--- config.mk ---
export PLATFORM = sky130hd
export DESIGN_NAME = sample_mmio_bridge
export DESIGN_NICKNAME = d
export VERILOG_FILES = /design/src/rtl/sample_mmio_bridge.sv
export SDC_FILE = /design/constraint.sdc
export NUM_CORES = 1
export LEC_CHECK = 0
export ABC_CLOCK_PERIOD_IN_PS = 3400
export CORE_MARGIN = 2
export CORE_UTILIZATION = 41
export CTS_CLUSTER_SIZE = 14
export DETAILED_ROUTE_END_ITERATION = 16
export DONT_BUFFER_PORTS = 1
export PLACE_DENSITY_LB_ADDON = 0.08
export SETUP_SLACK_MARGIN = 0.02
export SYNTH_ARGS = -nofsm -noshare
export SYNTH_HDL_FRONTEND = slang
export SYNTH_SLANG_ARGS = --single-unit
--- constraint.sdc ---
create_clock -name clock -period 3.4 [get_ports clock]
set_input_delay 0.68 -clock clock [delete_from_list [all_inputs] [get_ports clock]]
set_output_delay 0.68 -clock clock [all_outputs]
set_load 0.02 [all_outputs]
--- src/rtl/sample_mmio_bridge.sv ---
// sample_mmio_bridge: dmem-side bridge between the processor, the data RAM
// and the audio sample FIFO. Addresses below MMIO_BASE pass straight to RAM.
// The MMIO window exposes SAMPLE (push/count), STATUS (flags, clear, flush)
// and, when SAMPLE_UNDERRUN_CNT_EN is defined, a saturating underrun counter
// at BASE+2. With the macro undefined, BASE+2 reads as an unmapped word.
module sample_mmio_bridge #(
  parameter int          DEPTH     = 16,
  parameter logic [31:0] MMIO_BASE = 32'h0000_1000
) (
  input  logic        clock,
  input  logic        reset,
  input  logic [31:0] address_dmem,
  input  logic [31:0] data,
  input  logic        wren,
  output logic [31:0] q_dmem,
  output logic [31:0] ram_address,
  output logic [31:0] ram_data,
  output logic        ram_wren,
  input  logic [31:0] ram_q,
  output logic [15:0] sample_out,
  output logic        sample_valid,
  input  logic        sample_ready
);

  localparam int AW = $clog2(DEPTH);
  localparam int CW = AW + 1;

  logic [15:0]   bufferQ [DEPTH];
  logic [AW-1:0] wrPtrQ, wrPtrD;
  logic [AW-1:0] rdPtrQ, rdPtrD;
  logic [CW-1:0] countQ, countD;
  logic          overflowQ, overflowD;

  logic [31:0]   offset;
  logic          isMmio, isSample, isStatus, isUnderrun;
  logic          push, pop, flush, clearOverflow, acceptPush, doWrite;
  logic          empty, full;

  assign ram_address = address_dmem;
  assign ram_data    = data;

  assign isMmio     = (address_dmem >= MMIO_BASE);
  assign offset     = address_dmem - MMIO_BASE;
  assign isSample   = isMmio && (offset == 32'd0);
  assign isStatus   = isMmio && (offset == 32'd1);
  assign isUnderrun = isMmio && (offset == 32'd2);

  assign ram_wren = wren && !isMmio;

  assign empty        = (countQ == '0);
  assign full         = (countQ == CW'(DEPTH));
  assign sample_valid = !empty;
  assign sample_out   = bufferQ[rdPtrQ];

  assign push          = wren && isSample;
  assign pop           = sample_valid && sample_ready;
  assign flush         = wren && isStatus && data[1];
  assign clearOverflow = wren && isStatus && data[0];
  // A full FIFO still accepts a push when the head leaves in the same cycle.
  assign acceptPush    = push && (!full || pop);

  // FIFO pointer/count/overflow next state; flush beats any same-cycle pop.
  always_comb begin
    wrPtrD    = wrPtrQ;
    rdPtrD    = rdPtrQ;
    countD    = countQ;
    overflowD = overflowQ;
    doWrite   = 1'b0;
    if (flush) begin
      wrPtrD = '0;
      rdPtrD = '0;
      countD = '0;
    end else begin
      if (acceptPush) begin
        doWrite = 1'b1;
        wrPtrD  = wrPtrQ + AW'(1);
      end
      if (pop) begin
        rdPtrD = rdPtrQ + AW'(1);
      end
      if (acceptPush && !pop) begin
        countD = countQ + CW'(1);
      end else if (pop && !acceptPush) begin
        countD = countQ - CW'(1);
      end
    end
    if (clearOverflow) begin
      overflowD = 1'b0;
    end
    if (push && full && !pop) begin
      overflowD = 1'b1;
    end
  end

  // FIFO control registers with synchronous active-low reset.
  always_ff @(posedge clock) begin
    if (!reset) begin
      wrPtrQ    <= '0;
      rdPtrQ    <= '0;
      countQ    <= '0;
      overflowQ <= 1'b0;
    end else begin
      wrPtrQ    <= wrPtrD;
      rdPtrQ    <= rdPtrD;
      countQ    <= countD;
      overflowQ <= overflowD;
    end
  end

  // Sample storage; contents survive reset, only the pointers are cleared.
  always_ff @(posedge clock) begin
    if (reset && doWrite) begin
      bufferQ[wrPtrQ] <= data[15:0];
    end
  end

`ifdef SAMPLE_UNDERRUN_CNT_EN
  logic [15:0] underrunQ, underrunD;
  logic        underrunClear;

  assign underrunClear = wren && isUnderrun;

  // Saturating count of edges where the codec wanted data but none was queued.
  always_comb begin
    underrunD = underrunQ;
    if (underrunClear) begin
      underrunD = '0;
    end else if (sample_ready && empty && (underrunQ != 16'hFFFF)) begin
      underrunD = underrunQ + 16'd1;
    end
  end

  // Underrun counter register; flush leaves it alone, reset clears it.
  always_ff @(posedge clock) begin
    if (!reset) begin
      underrunQ <= '0;
    end else begin
      underrunQ <= underrunD;
    end
  end
`endif

  // Load data mux: RAM below the window, register file inside it.
  always_comb begin
    q_dmem = '0;
    if (!isMmio) begin
      q_dmem = ram_q;
    end else if (isSample) begin
      q_dmem = {{(32-CW){1'b0}}, countQ};
    end else if (isStatus) begin
      q_dmem = {29'd0, overflowQ, full, empty};
    end else if (isUnderrun) begin
`ifdef SAMPLE_UNDERRUN_CNT_EN
      q_dmem = {16'd0, underrunQ};
`else
      q_dmem = '0;
`endif
    end
  end

endmodule

==> results of run 1 <==
state kept, by name, indices dropped and copies added, names as in the netlist, named ones only:
| register | count |
|---|---|
| bufferQ | 256 |
| countQ | 5 |
| overflowQ | 1 |
| rdPtrQ | 4 |
| wrPtrQ | 4 |
cell usage after synthesis, types with 2 or more instances:
master | n | share of area [%]
nor3_1 | 9 | 0.39
a22o_1 | 2 | 0.15
or3_1 | 2 | 0.11
edfxtp_1 | 256 | 66
a21oi_1 | 7 | 0.30
and2_1 | 29 | 1.6
buf_4 | 64 | 4.1
mux4_2 | 80 | 16
ha_1 | 10 | 1.1
nor4_1 | 10 | 0.54
nand4_1 | 4 | 0.22
inv_1 | 8 | 0.26
dfxtp_1 | 18 | 3.1
mux2i_1 | 2 | 0.17
clkbuf_1 | 14 | 0.45
or4_1 | 2 | 0.13
buf_2 | 6 | 0.26
nand2b_1 | 3 | 0.16
nand2_1 | 17 | 0.55
nor2_1 | 31 | 1.0
o21a_1 | 3 | 0.19
o21ai_0 | 5 | 0.22
buf_1 | 5 | 0.16
xnor2_1 | 7 | 0.53
and3_1 | 3 | 0.16
nand3_1 | 9 | 0.39
xor2_1 | 4 | 0.30
metrics by stage:
step | TNS (ps) | utilization, % | hold WS [ps]
global route | 0 | 47.0 | 206
floorplan | 0 | - | 454
CTS | 0 | 46.9 | 210
finish | 0 | 47.0 | 231
global placement | -105 | 43.8 | 477
detailed placement | -272 | 43.8 | 490
logic make-up after synthesis:
group | count (synthesis) | synth area share (%)
compound gates | 23 | 1.41
xor+xnor | 11 | 0.831
fa+ha+maj | 11 | 1.25
buf+inv | 98 | 5.38
flops | 274 | 69.4
mux | 83 | 15.8
simple gates | 127 | 5.86
critical path: stages, from the launching register on:
cell and delay [ps]:
dfxtp_4 570, buf_12 290, mux4_2 560, mux4_2 580
worst paths after layout:
kind	start	to	slack, ps	cells past startpoint
max	flop	sample_out[13]	150	3
min	data[4]	bufferQ[4][4]	230	0
max reg2reg	countQ[2]	countQ[4]	340	14
min reg2reg	rdPtrQ[1]	flop	490	2
layout make-up:
cell class | instances | area share (%)
Antenna cell | 4 | 0.0767
Clock buffer | 33 | 5.68
Clock inverter | 19 | 0.988
Inverter | 8 | 0.230
Multi-Input combinational cell | 255 | 23.1
Sequential cell | 274 | 61.7
Tap cell | 378 | 3.62
Timing Repair Buffer | 57 | 4.62
where the power goes:
| group | internal, mW | switching (mW) |
|---|---|---|
| combinational | 0.0138 | 0.0134 |
| clock | 1.63 | 1.25 |
| sequential | 3.68 | 0.0000000255 |
| total | 5.33 | 1.26 |
repair_timing:
| action | in CTS | in global routing |
|---|---|---|
| setup endpoints to repair | 4 | 5 |
| pin swaps | 1 | 1 |
| resized for setup | 4 | 5 |
routing by layer:
layer	vias up	track usage (%)
li1	2434	-
met4	0	6.17
met1	2919	23.1
met5	-	0
met3	68	3.52
met2	234	30.2
==> results.md, run 1 <==
- Setup Fix Bufs, Post-CTS: 0
- Synthesis warning total: 0
- Root buf cell: clkbuf_16
- First-pass GRT wire length: between 30000 and 40000 um
- Die ar.: 0.0296 sq mm
- Critical path required time: 2720 ps
- Seq/Total Area, Yosys: 69.4%
- Post-Syn Area per Cell: 18.5 sq um
- Most frequent cells in the layout: 256 x edfxtp_1, 80 x mux4_2, 43 x buf_4
- Multi-input gate area: about 0.003 sq mm
- Drt wl/cell: around 25 um
- Clock buffer count from CTS: 29
- Vias in the first global route: 5940
- Crit. End Element: output pin
- EDFF count, synth: 256
- Pre-antenna DRT Iters: 4
- Clock Path Buffers: 3
- Skew-Pair Late Insertion Delay: 540 ps
- I/O Buffers: 0
- Cell Rows: 61
- DR WL met2: 13100 um
- Iteration-0 DRC Markers: slightly above 300
- Clk slew on worst S/H paths: 60 ps
- Post-Syn Instances: between 600 and 700
- Final net count: 736
- RSZ-0062 raised after global routing: false
- Synth cell types: 44
- Seq. cell area: approximately 0.0081 sq mm
- DRT Wirelength: 26100 um
- Tot Pwr: roughly 6.6 mW
- DR vias/cell: roughly 5.5
- Met3 Wirelength: 1470 um
- Dpl cells: 972
- Final worst path period share: between 90% and 100%
- H-tree Lvls: 1
- Worst Clk Skew: 12.1 ps
- Max-cap violations: 0
- Post-Place Worst Slack: -217 ps
- Die X: 172 um
- Fillers: 2373
- Tightest Pin Transition: around 600 ps
- Async SR Flop Fraction: 0%
- Min Tclk post-route: 3250 ps
- CTS tree: yes
- HPWL after DPL: 16800 um
- Most common cell after layout, fill and taps aside: edfxtp_1
- Worst VDD drop: about 0.38 mV
- Startpoint Class: flop
- Cts hold-fix bufs: 0
- Worst setup margin: 153 ps
- Mapped Area: 0.0116 sq mm
- Clk sinks: 274
- Gr usage total: 17.8%
- Rel. slew slack: ~60%
- Final setup fails: 0
- Die height: between 150 and 200 um
- FMAX: approximately 300 MHz
- Post-Layout Cell Count: 1028
- Max-slew violation count: 0
- CP max FO: 26
- Wire length on met1: 10700 um
- Share of cells above drive strength 1: 32.2%
- Vias: 5655
- Routed Antenna Nets: 0
- CP arrival: around 2600 ps
- Power density over the cells: ~500 mW/mm^2
- Initial antenna violation count: 4
- IO Count: 214
- Yosys reg bits: 274
- Leakage power: 4.00 nW
- Hold Path Class: primary input to flop
- Post-synth top flop: edfxtp_1
- Drt drc: 0
- Top sig layer: met4
- Syn Nets: roughly 740
- Grt ovf: 0
- Run status: completed
- Hold Violations, Final: 0
- Core Area: 0.0278 sq mm
- Largest net degree at the start of global routing: 38
- Crit Path Class: flop to output pin
- Initial core utilization: 41.7%
- Area grow syn2layout: 12.6%
- GPL Wtd Cong: between 0.8 and 0.9
- Placed Area: 0.0122 sq mm
- Post-layout instance area: 0.0131 sq mm
Note: power is estimated with default switching activity, not from simulation.
==> run 2, diff against run 1 <==
--- a/config.mk
+++ b/config.mk
@@ -5,6 +5,7 @@
 export SDC_FILE = /design/constraint.sdc
 export NUM_CORES = 1
 export LEC_CHECK = 0
+export ABC_AREA = 1
 export ABC_CLOCK_PERIOD_IN_PS = 3400
 export CORE_MARGIN = 2
 export CORE_UTILIZATION = 41
@@ -12,7 +13,7 @@
 export DETAILED_ROUTE_END_ITERATION = 16
 export DONT_BUFFER_PORTS = 1
 export PLACE_DENSITY_LB_ADDON = 0.08
-export SETUP_SLACK_MARGIN = 0.02
+export SETUP_SLACK_MARGIN = 0.3
 export SYNTH_ARGS = -nofsm -noshare
 export SYNTH_HDL_FRONTEND = slang
 export SYNTH_SLANG_ARGS = --single-unit
==> results.md, run 2 <==
- Run status: completed
- Max-slew violation count: 0 (unchanged)
- Top reg by flops: bufferQ
- DRT Wirelength: 30600 um (+17%)
- Skew-Pair Late Insertion Delay: 550 ps (about the same)
- Worst Clk Skew: 13.7 ps (+1.58 ps)
- Seq/Total Area, Yosys: 63.4% (-6.1 points)
- Pre-antenna DRT Iters: 4 (unchanged)
- Crit. End Element: output pin
- Post-synth top flop: edfxtp_1
- Final setup fails: 0 (unchanged)
- Hold Path Class: primary input to flop
- Startpoint Class: primary input
- Power density over the cells: 585 mW/mm^2 (+16%)
- Drt drc: 0 (unchanged)
- Post-Syn Area per Cell: 11.3 sq um (-39%)
- Initial antenna violation count: 0 (-4)
- Grt ovf: 0 (unchanged)
- Critical path required time: 2720 ps (about the same)
- Setup TNS: 0 ps (unchanged)
- CP arrival: 2270 ps (-300 ps)
- Most frequent cells in the layout: 256 x edfxtp_1, 138 x inv_1, 82 x o21ai_0
- Largest net degree at the start of global routing: 65 (+71%)
- Synth cell types: 37 (-16%)
- First-pass GRT wire length: 46100 um (+21%)
- H-tree Lvls: 1 (unchanged)
- Top cells by count, synth: 256 x edfxtp_1, 141 x inv_1, 95 x nor2_1, 84 x nand2_1, 84 x o21ai_0
- Vias: 7975 (+41%)
- Vias in the first global route: 7682 (+29%)
- Syn Nets: 1230 (+67%)
- Antenna diode count: 0 (-4)
- DR vias/cell: 5.23 (-4.9%)
- FMAX: 339 MHz (+10%)
- Initial core utilization: 41.6% (-0.10 points)
- Share of cells above drive strength 1: 14.0% (-18 points)
- Clock buffer count from CTS: 30 (+3.4%)
- Final worst path period share: 86.6% (-8.9 points)
- Worst VDD drop: 0.461 mV (+21%)
- Die ar.: 0.0324 sq mm (+9.3%)
- IO Count: 214 (unchanged)
- Rel. slew slack: 42.5% (-17 points)
- Async SR Flop Fraction: 0% (unchanged)
- Tightest Pin Transition: 862 ps (+261 ps)
- Cell Rows: 64 (+4.9%)
- Area grow syn2layout: 11.1%
- Fillers: 2759 (+16%)
- Yosys reg bits: 274 (unchanged)
- Iteration-0 DRC Markers: 430 (+40%)
- Min Tclk post-route: 2950 ps (-301 ps)
- Tot Pwr: 8.25 mW (+25%)
- Most frequent cell after synthesis: edfxtp_1
- Placed Area: 0.0132 sq mm (+8.4%)
- Post-synth top area share: 60.6% (-5.8 points)
- Die X: 180 um (+4.6%)
- Hold Violations, Final: 0 (unchanged)
- Synth area leaders: edfxtp_1 61%, mux2i_1 5.0%, inv_1 4.2%, buf_4 3.8%, o211ai_1 3.8%
- Final net count: 1219 (+66%)
- CP max stage cell: nor2_4
- Clk sinks: 274 (unchanged)
- GPL Wtd Cong: 0.841 (+1.9%)
- Die height: 180 um (+4.6%)
- Leakage power: 5.05 nW (+26%)
- Synthesis warning total: 0 (unchanged)
- Post-layout util: 46.2% (-0.73 points)
- Post-Syn Instances: 1119 (+78%)
- Most common cell after layout, fill and taps aside: edfxtp_1
- HPWL after DPL: 18500 um (+9.8%)
- Routed Antenna Nets: 0 (unchanged)
- Clock Path Buffers: 3 (unchanged)
- RSZ-0062 raised after global routing: true
- Crit path largest cell delay: 230 ps (-350 ps)
- Max-cap violations: 0 (unchanged)
- Drt wl/cell: 20.1 um (-21%)
- CP max FO: 7 (-73%)
- Top Registers: bufferQ: 256 flops, countQ: 5 flops
- Root buf cell: clkbuf_16
- Post-synth top area cell: edfxtp_1
- Post-layout instance area: 0.0141 sq mm (+8.1%)
- I/O Buffers: 0 (unchanged)
- Clk slew on worst S/H paths: 60 ps (about the same)
- CP cell instances: nor2_4 > nand2_4 > nor2_4 > nand2_2 > nand2_2 > nand2_1 > nor2_1 > nand2_1 > nor2_2 > nand4_2 > buf_4 > o21ai_1 > buf_4
- EDFF count, synth: 256 (unchanged)
- Crit Path Class: primary input to output pin
- Core Area: 0.0305 sq mm (+9.8%)
- Hold slack final: 220 ps (-10.9 ps)
- Mapped Area: 0.0127 sq mm (+9.5%)
- Max reg flops: 256 (unchanged)
- Gr usage total: 18.5% (+0.65 points)
- CTS tree: yes
-- run 2: cells by family (layout without fill, tap and decap cells) --
group	count (synthesis)	after routing	synth area share, %
adder cells (fa/ha/maj)	11	11	1.14
XOR/XNOR	5	5	0.345
AND/OR/NAND/NOR	282	282	10.3
flip-flops	274	274	63.4
buffers and inverters	257	266	9.60
multiplexers	64	64	5.05
AO/OA/AOI/OAI	226	226	10.2
-- run 2: layout make-up --
class / count / area, sq um / share of cell area, %
clock inverter: 11 / 58.8 / 0.417
multi-input combinational: 588 / 3510 / 24.8
clock buffer: 41 / 792 / 5.61
tap: 396 / 495 / 3.51
inverter: 144 / 541 / 3.83
timing repair buffer: 70 / 662 / 4.69
sequential: 274 / 8050 / 57.1
-- run 2: path summary, 6_finish.rpt --
path | startpoint | to | slack (ps) | depth (start not counted)
max | address_dmem[15] | q_dmem[4] | 450 | 13
min | data[9] | bufferQ[5][9] | 220 | 0
max reg2reg | countQ[0] | countQ[4] | 600 | 18
min reg2reg | rdPtrQ[1] | flop | 500 | 2
-- run 2: metrics by stage --
stage               cells  setup WS, ps
floorplan            1119          8.68
global placement     1467          79.6
detailed placement   1467          18.9
CTS                  1519           343
global route         1524           264
finish               1524           454
-- run 2: timing repair --
item / CTS / global route
setup buffers: 0 / 5
pin swaps: 0 / 12
cloned: 0 / 0
gates resized for setup: 2 / 12
hold buffers: 0 / 0
setup endpoints to repair: 5 / 12
-- run 2: per-layer routing --
layer / vias up / GRT usage, % / share of wire (%) / wire, um
met5: - / 0 / 0 / 0
met4: 0 / 3.41 / 1.2 / 379
met3: 32 / 3.59 / 5.6 / 1720
met2: 238 / 30.3 / 47 / 14300
met1: 3862 / 25.9 / 46 / 14200
li1: 3843 / - / - / -
-- run 2: report_power, final --
group          total (mW)  internal [mW]  switching, mW
Combinational        1.59          0.570           1.02
Sequential           3.81           3.73         0.0809
Clock                2.86           1.61           1.25
Total                8.25           5.91           2.35
-- run 2: worst max-delay path, delay by kind of cell --
family	cells	cell delay, ps
and+or+nand+nor	10	1110
AOI/OAI and AO/OA	1	130
buffers and inverters	2	340
==> run 3, diff against run 2 <==
--- a/config.mk
+++ b/config.mk
@@ -8,7 +8,7 @@
 export ABC_AREA = 1
 export ABC_CLOCK_PERIOD_IN_PS = 3400
 export CORE_MARGIN = 2
-export CORE_UTILIZATION = 41
+export CORE_UTILIZATION = 25
 export CTS_CLUSTER_SIZE = 14
 export DETAILED_ROUTE_END_ITERATION = 16
 export DONT_BUFFER_PORTS = 1
==> results.md, run 3 (synthesis results as in run 2) <==
- Top sig layer: met4
- Area grow syn2layout: 16.3%
- Grt ovf: 0 (unchanged)
- Max-slew violation count: 0 (unchanged)
- R2r setup slk: 570 ps (-30 ps)
- Most frequent cells in the layout: 256 x edfxtp_1, 136 x inv_1, 82 x o21ai_0
- Die height: 229 um (+27%)
- Power density over the cells: 599 mW/mm^2 (+2.3%)
- Final net count: 1236 (+1.4%)
- Drt drc: 0 (unchanged)
- Vias in the first global route: 7991 (+4.0%)
- CTS tree: yes
- First-pass GRT wire length: 53200 um (+15%)
- Switch share: 29.2% (+0.78 points)
- Max reg flops: 256 (unchanged)
- Hold Violations, Final: 0 (unchanged)
- Switching power: 2.58 mW (+10%)
- Rel. slew slack: 67.0% (+25 points)
- Fillers: 5157 (+87%)
- R2r endpoint: countQ[4]
- Final setup fails: 0 (unchanged)
- I/O Buffers: 0 (unchanged)
- Worst VDD drop: 0.239 mV (-48%)
- Startpoint Class: primary input
- Worst reg2reg path depth: 20 (+2)
- Pre-antenna DRT Iters: 4 (unchanged)
- Setup TNS: 0 ps (unchanged)
- Die ar.: 0.0526 sq mm (+62%)
- Max-cap violations: 0 (unchanged)
- Reg power frac: 42.9% (-3.2 points)
- Routed Antenna Nets: 0 (unchanged)
- Die X: 229 um (+27%)
- Iteration-0 DRC Markers: 344 (-20%)
- Run status: completed
- Cts hold-fix bufs: 0 (unchanged)
- Drt wl/cell: 19.9 um (-0.94%)
- Clock share of power: 37.6% (+3.0 points)
- HPWL after DPL: 22300 um (+21%)
- Worst R2R Start: countQ[3]
- IO Count: 214 (unchanged)
- Core Area: 0.0502 sq mm (+64%)
- Clk slew on worst S/H paths: 60 ps (about the same)
- DR WL met2: 16800 um (+18%)
- Worst Clk Skew: 13.9 ps (+0.164 ps)
- Crit Path Class: primary input to output pin
- Share of cells above drive strength 1: 16.7% (+2.6 points)
- Min Tclk post-route: 2960 ps (+10.4 ps)
- Leakage power: 5.22 nW (+3.3%)
- Clock buffer count from CTS: 35 (+17%)
- CP max FO: 6 (-1)
- Clock Path Buffers: 3 (unchanged)
- Initial antenna violation count: 1 (+1)
- Top reg by flops: bufferQ
- Critical path endpoint: q_dmem[2]
- Root buf cell: clkbuf_16
- Worst setup margin: 444 ps (-10.4 ps)
- Critical path launch point: address_dmem[19]
- GPL Wtd Cong: 0.790 (-6.1%)
- FMAX: 338 MHz (-0.35%)
- DRT Wirelength: 36200 um (+18%)
- Crit. End Element: output pin
- Critical path required time: 2720 ps (about the same)
- Wire length on met1: 16800 um (+18%)
- Tightest Pin Transition: 493 ps (-369 ps)
- Largest net degree at the start of global routing: 65 (unchanged)
- Clk sinks: 274 (unchanged)
- Met3 Wirelength: 1870 um (+8.9%)
- Top Registers: bufferQ: 256 flops, countQ: 5 flops
- CP arrival: 2280 ps (about the same)
- RSZ-0062 raised after global routing: true
- Logic pwr share: 19.5% (+0.2 points)
- Cell Rows: 82 (+28%)
- Vias: 8045 (+0.88%)
- Initial core utilization: 25.3% (-16 points)
- H-tree Lvls: 2 (+1)
- Post-Place Worst Slack: 71.8 ps (+52.9 ps)
- Post-Layout Cell Count: 1820 (+19%)
- Hold Path Class: primary input to flop
- Final worst path period share: 86.9% (+0.31 points)
- Pint: 6.25 mW (+5.9%)
- Gr usage total: 13.8% (-4.7 points)
- Most common cell after layout, fill and taps aside: edfxtp_1
- Skew-Pair Late Insertion Delay: 530 ps (-20 ps)
- DR vias/cell: 4.42 (-16%)
- Dpl cells: 1752 (+19%)
run 3: cell count changes in the layout (fill, tap and decap cells not counted), moves of 5 or more:
| cell | change |
|---|---|
| clkbuf_16 | +5 |
| clkinv_2 | +9 |
| clkinv_1 | -5 |
| buf_12 | +5 |
| clkbuf_1 | -5 |
| buf_4 | +9 |
run 3: cell type report:
type                    count  area (sq um)  share of cell area (%)
diodes                      1          2.50                  0.0170
clock buffers              42           912                    6.18
clock inverters            17          93.8                   0.636
inverters                 144           541                    3.66
multi-input cells         588          3510                    23.8
flip-flops and latches    274          8050                    54.6
well taps                 672           841                    5.70
repair buffers             82           803                    5.44
run 3: worst min path at each step:
stage               startpoint              to  depth (start not counted)
floorplan            overflowQ       overflowQ                          2
global placement     rdPtrQ[2]            flop                          2
detailed placement   rdPtrQ[2]            flop                          2
CTS                   data[11]  bufferQ[5][11]                          0
global route           data[1]   bufferQ[6][1]                          0
finish                 data[1]   bufferQ[6][1]                          0
run 3: metal layers:
metal,GRT usage (%),vias up
li1,-,3890
met1,18.3,3899
met2,22.7,204
met3,3.15,52
met4,3.31,0
met5,0,-
run 3: what timing repair did:
item,in CTS,in global routing
buffers inserted,0,8
pin swaps,1,5
gates resized for setup,1,16
hold endpoints to repair,0,0
setup endpoints to repair,1,7
run 3: critical path, cell delays in order:
cell and delay, ps:
nor2_2 170, nand2_2 100, nor2_4 180, nand2_1 90, nand2_1 120, nand2_1 80
nor2_1 100, nand4_1 170, nor2_4 200, nand4_1 90, nand3_1 120, nand2_1 80
inv_2 100
run 3: per-stage QoR:
step / hold WS (ps) / instance area (sq um) / power (mW) / util, %
global route: 214 / 14800 / 9.32 / 29.4
detailed placement: 496 / 13600 / 5.57 / 27.2
floorplan: 459 / 12700 / 5.17 / -
finish: 246 / 14800 / 8.84 / 29.4
global placement: 495 / 13600 / 5.57 / 27.2
CTS: 212 / 14700 / 8.96 / 29.2
run 3: power groups by stage:
stage / sequential [mW] / combinational [mW] / clock [mW]
after floorplan: 3.82 / 1.35 / 0
after global placement: 3.88 / 1.69 / 0
after detailed placement: 3.88 / 1.69 / 0
after CTS: 3.81 / 1.70 / 3.45
after global routing: 3.80 / 1.95 / 3.58
final: 3.79 / 1.72 / 3.32
